<file path="src/rtl/svc_rv_ext_fp_wb.sv">
// svc_rv_ext_fp_wb: RV32F writeback/retire stage with in-order result buffer, sticky fflags and frm CSR
// Ports: ex_* accepts EX results (valid/ready); fp_rf_* writes the FP register file;
// int_rf_* requests/gets the shared integer write port; fp_pending marks buffered FP targets;
// csr_* software writes of fflags/frm; fflags/frm are the architectural CSR values.
// Define SVC_RV_EXT_FP_WB_BYPASS_EN to let results write back in the same cycle when the buffer is empty.
module svc_rv_ext_fp_wb #(
  parameter int DEPTH = 2
) (
  input  logic        clk,
  input  logic        rst,
  input  logic        ex_valid,
  output logic        ex_ready,
  input  logic [31:0] ex_result,
  input  logic [4:0]  ex_fflags,
  input  logic [4:0]  ex_rd,
  input  logic        ex_rd_fp,
  output logic        fp_rf_we,
  output logic [4:0]  fp_rf_waddr,
  output logic [31:0] fp_rf_wdata,
  output logic        int_rf_req,
  output logic [4:0]  int_rf_waddr,
  output logic [31:0] int_rf_wdata,
  input  logic        int_rf_gnt,
  output logic [31:0] fp_pending,
  input  logic        csr_fflags_we,
  input  logic [4:0]  csr_fflags_wdata,
  input  logic        csr_frm_we,
  input  logic [2:0]  csr_frm_wdata,
  output logic [4:0]  fflags,
  output logic [2:0]  frm
);
  localparam int AW = $clog2(DEPTH);
`ifdef SVC_RV_EXT_FP_WB_BYPASS_EN
  localparam bit BYP = 1'b1;
`else
  localparam bit BYP = 1'b0;
`endif
  typedef struct packed {
    logic [31:0] result;
    logic [4:0]  fflags;
    logic [4:0]  rd;
    logic        rd_fp;
  } entry_t;
  entry_t        buf_q [DEPTH];
  logic [AW-1:0] wptr_q, rptr_q, off;
  logic [AW:0]   cnt_q, cnt_d;
  logic [4:0]    fflags_q, fflags_d;
  logic [2:0]    frm_q;
  entry_t        head, src;
  logic          empty, use_ex, byp, deq, enq, act;
  always_comb begin
    empty = cnt_q == '0;
    head = buf_q[rptr_q];
    ex_ready = cnt_q != (AW+1)'(DEPTH);
    // with bypass, an empty buffer presents the live EX result on the writeback ports
    use_ex = BYP && empty && ex_valid;
    src = use_ex ? {ex_result, ex_fflags, ex_rd, ex_rd_fp} : head;
    byp = use_ex && (ex_rd_fp || int_rf_gnt);
    deq = !empty && (head.rd_fp || int_rf_gnt);
    enq = ex_valid && ex_ready && !byp;
    act = use_ex || !empty;
    fp_rf_we = act && src.rd_fp;
    int_rf_req = act && !src.rd_fp;
    fp_rf_waddr = fp_rf_we ? src.rd : '0;
    fp_rf_wdata = fp_rf_we ? src.result : '0;
    int_rf_waddr = int_rf_req ? src.rd : '0;
    int_rf_wdata = int_rf_req ? src.result : '0;
    fflags_d = (csr_fflags_we ? csr_fflags_wdata : fflags_q)
             | (deq ? head.fflags : '0) | (byp ? ex_fflags : '0);
    cnt_d = cnt_q + (AW+1)'(enq) - (AW+1)'(deq);
    fp_pending = '0;
    off = '0;
    for (int i = 0; i < DEPTH; i++) begin
      // entry i is live when its distance from the head is below count
      off = AW'(i) - rptr_q;
      if ({1'b0, off} < cnt_q && buf_q[i].rd_fp) fp_pending[buf_q[i].rd] = 1'b1;
    end
  end
  always_ff @(posedge clk) begin
    if (rst) begin
      wptr_q <= '0;
      rptr_q <= '0;
      cnt_q <= '0;
      fflags_q <= '0;
      frm_q <= '0;
    end else begin
      if (enq) begin
        buf_q[wptr_q] <= {ex_result, ex_fflags, ex_rd, ex_rd_fp};
        wptr_q <= wptr_q + AW'(1);
      end
      if (deq) rptr_q <= rptr_q + AW'(1);
      if (csr_frm_we) frm_q <= csr_frm_wdata;
      cnt_q <= cnt_d;
      fflags_q <= fflags_d;
    end
  end
  assign fflags = fflags_q;
  assign frm = frm_q;
endmodule
</file>
<file path="config.mk">
export PLATFORM = sky130hd
export DESIGN_NAME = svc_rv_ext_fp_wb
export DESIGN_NICKNAME = d
export VERILOG_FILES = /design/src/rtl/svc_rv_ext_fp_wb.sv
export SDC_FILE = /design/constraint.sdc
export NUM_CORES = 1
export LEC_CHECK = 0
export CORE_UTILIZATION = 30
export CTS_BUF_LIST = sky130_fd_sc_hd__clkbuf_16
export DETAILED_ROUTE_END_ITERATION = 16
export DONT_BUFFER_PORTS = 1
export SLEW_MARGIN = 10
export SYNTH_ARGS = -nofsm -noshare
export SYNTH_HDL_FRONTEND = slang
export SYNTH_SLANG_ARGS = --single-unit
export TNS_END_PERCENT = 5
</file>
<file path="constraint.sdc">
create_clock -name clk -period 5 [get_ports clk]
set_input_delay 0.75 -clock clk [delete_from_list [all_inputs] [get_ports clk]]
set_output_delay 0.75 -clock clk [all_outputs]
set_load 0.03 [all_outputs]
</file>
==> summary.txt <==
Synth
  – Yosys Warn Count: 0
  – Syn Area/Cell: roughly 13 µm²
  – Synth area leader: edfxtp_1
  – Syn Std Cell Area: 4430 µm²
  – Syn nets: about 400
  – Post-synth EDFFs: 86
  – Post-synthesis async set-or-reset flop share: 0
  – Sequential-to-total area share from yosys stat: 0.642
  – Synth top area cells: edfxtp_1, mux2i_1, nor2_1
  – Gate Count Post-Synth: 352
  – Synth top area share: 0.583
  – Top FF cell, synth: edfxtp_1
  – Unique masters post-synth: 39
  – #FFs+latches synth: 99

Critical path
  – WP buf/inv: 0
  – Crit path cell chain: a21o_1, nand4b_1, o22ai_1
  – CP max stage cell: o22ai_1
  – Critical Path Source Type: register
  – R2r endpoint: cnt_q[1]
  – Reg-to-reg slack, setup: 2.74 ns
  – Beginning of the critical path: cnt_q[1]
  – Worst-path fanout max: 12
  – CP required: 4.25 ns
  – Worst reg2reg path startpoint: cnt_q[1]
  – CP peak stage delay: 0.66 ns
  – Critical path depth in cells: 3
  – Arrival @ worst endpoint: 2.16 ns
  – Setup crit end kind: output pin
  – Reg2Reg Depth: 9
  – Cell family with most CP delay: compound AO/OA/AOI/OAI gates
  – Critical Path Sink: fp_pending[13]
  – Crit path kind: reg -> out

Power
  – Switch share: 0.418
  – P_int: 0.00160 W
  – PD cells: 560 nW/µm²
  – Combinational Power Share: 0.363
  – VDD IR max: approximately 0.00024 V
  – Post-route total power: 0.00274 W
  – NetSw: 0.00115 W
  – Lkg Pwr: 1.62 nW
  – Sequential share of power: 0.394
  – Clock share of power: 0.243

GRT
  – Vias in the first global route: 2545
  – Largest net degree at the start of global routing: 39
  – Tot GR Track Use: 0.120
  – Total grt overflow: 0
  – Global-route wire length before repair: 13400 µm
  – Initial antenna violation count: 0

Detailed routing
  – Post-Route WL: 9500 µm
  – Residual DRC: 0
  – DR iter-0 viols: roughly 110
  – First drt pass iteration count: 5
  – Via count: 2753
  – Wirelength per Cell: 17.8 µm
  – Post-DRT Antenna Nets: 0
  – Number of vias per cell: 5.16

Timing
  – Final setup fails: 0
  – Minimum clock period after layout: 2.91 ns
  – Fin. Hold Viols: 0
  – Period Utilization, post-route: 0.582
  – FMAX: approximately 0.34 GHz
  – Clock skew after layout: 0.00660 ns
  – Rel. slew slack: 0.267
  – Max-slew violations: 0
  – Worst-Margin Slew: 1.10 ns
  – TNS Setup: 0 ns
  – RSZ-0062 raised after global routing: no
  – Hold WS: slightly below 0.5 ns

Finish
  – Inserted Diodes: 0
  – Final Non-Filler Cells: 534
  – Fin nets: between 400 and 500
  – Seq. cell area: ~2800 µm²
  – Commonest cells after routing, fill and taps aside: edfxtp_1, nor2_1, mux2i_1, o22ai_1, dfxtp_1
  – Multi-input logic area: 1460 µm²
  – Layout cells sized above 1: 0.0886
  – Area growth from synthesis to layout: 10.5%
  – Commonest non-fill, non-tap cell in the layout: edfxtp_1
  – Fin area: 4890 µm²
  – Filler cell count: 1398

Floorplanning
  – Starting density of the core: 0.306
  – Core area: 14500 µm²
  – Site row count: 44
  – IO Count: roughly 170
  – Die extent in y: 124 µm
  – Die area: 15300 µm²
  – Die Wd: about 120 µm

Placed design
  – Hpwl dp: 6740 µm
  – RePlAce Congestion: ~0.75
  – Placed cells: 518
  – Cell Area, Placed: 4600 µm²
  – IO Port Bufs: 0

Clock network
  – CTS root buf: clkbuf_16
  – Post-CTS Setup Inserts: 0
  – CTS tree: built
  – Hold Buf Count CTS: 0
  – Clock sink count: 99
  – TritonCTS Buffers: 9
  – Post-CTS Resized: 0
  – Clk buf depth: 2
  – Worst-path clk slew: 0.07 ns
  – Clock latency on the worst-skew pair: between 0.3 and 0.4 ns
  – H-Tree Depth: 3

Outcome
  – Status: completed

Worst hold path
  – Worst hold path class: in -> reg

Flow run
  – Max Cap Viol: 0
-- cell families (layout without fill, tap and decap cells) --
kind of cell / after synthesis / after routing / synth area share
compound gates: 49 / 49 / 0.0720
xor+xnor: 1 / 1 / 0.00198
fa+ha+maj: 2 / 2 / 0.00565
buf+inv: 31 / 29 / 0.0353
flops: 99 / 99 / 0.642
mux: 52 / 52 / 0.121
simple gates: 118 / 118 / 0.123
-- cell usage after synthesis (2+ instances only) --
cell type,number
ha_1,2
buf_2,8
edfxtp_1,86
a21oi_1,2
nand3_1,3
nor3_1,2
or3_1,5
mux2i_1,50
buf_1,2
clkbuf_1,7
buf_6,2
nor2b_1,2
o22ai_1,37
nand4b_1,2
dfxtp_1,13
or3b_2,3
nor2_1,83
nand2_1,4
inv_1,8
buf_4,4
nand3b_1,6
o2111ai_1,4
-- worst register-to-register path, cell delays in order, from the launching register on --
cell,delay [ns]
dfxtp_1,0.62
nor2b_1,0.29
inv_1,0.22
nand2_1,0.21
ha_1,0.26
inv_1,0.06
ha_1,0.15
xor2_1,0.18
nor2_1,0.06
nor3_1,0.16
-- metrics by stage --
stage,setup slack (ns),utilization
final,2.09,0.338
after global routing,1.87,0.338
after CTS,2.05,0.338
after detailed placement,2.41,0.318
after global placement,2.44,0.318
after floorplan,0.342,-
-- worst min path at each step --
stage               startpoint  endpoint  slack (ns)  cells after the start
global placement        wptr_q    wptr_q        0.49                      2
CTS                        rst  cnt_q[0]        0.46                      1
detailed placement      wptr_q    wptr_q        0.51                      2
finish                     rst    frm[1]        0.48                      1
floorplan               wptr_q    wptr_q        0.47                      2
global route               rst    wptr_q        0.46                      1
-- metal layers --
layer  up-vias  GRT usage  routed length (µm)
li1       1296          -                   -
met1      1330      0.125                3790
met2       118      0.219                4900
met3         9     0.0346                 634
met4         0     0.0565                 172
met5         -          0                   0
-- state kept, by name, indices dropped and copies added (netlist names), named ones only --
signal / count
buf_q: 86
cnt_q: 2
fflags: 5
wptr_q: 1
frm: 3
rptr_q: 1
-- cell type report --
class,instances,area share
clock inverter,7,0.0138
tap,184,0.0470
clock buffer,9,0.0460
multi-input combinational,222,0.298
sequential,99,0.581
inverter,8,0.00614
timing repair buffer,5,0.00767
-- power by group through the flow --
stage	combinational [W]	clock (W)	sequential [W]
after floorplan	0.000930	0	0.00106
after global placement	0.000997	0	0.00109
after detailed placement	0.00101	0	0.00110
after CTS	0.00101	0.000691	0.00108
after global routing	0.00107	0.000720	0.00109
final	0.000994	0.000668	0.00108
(Power assumes the default switching activity.)
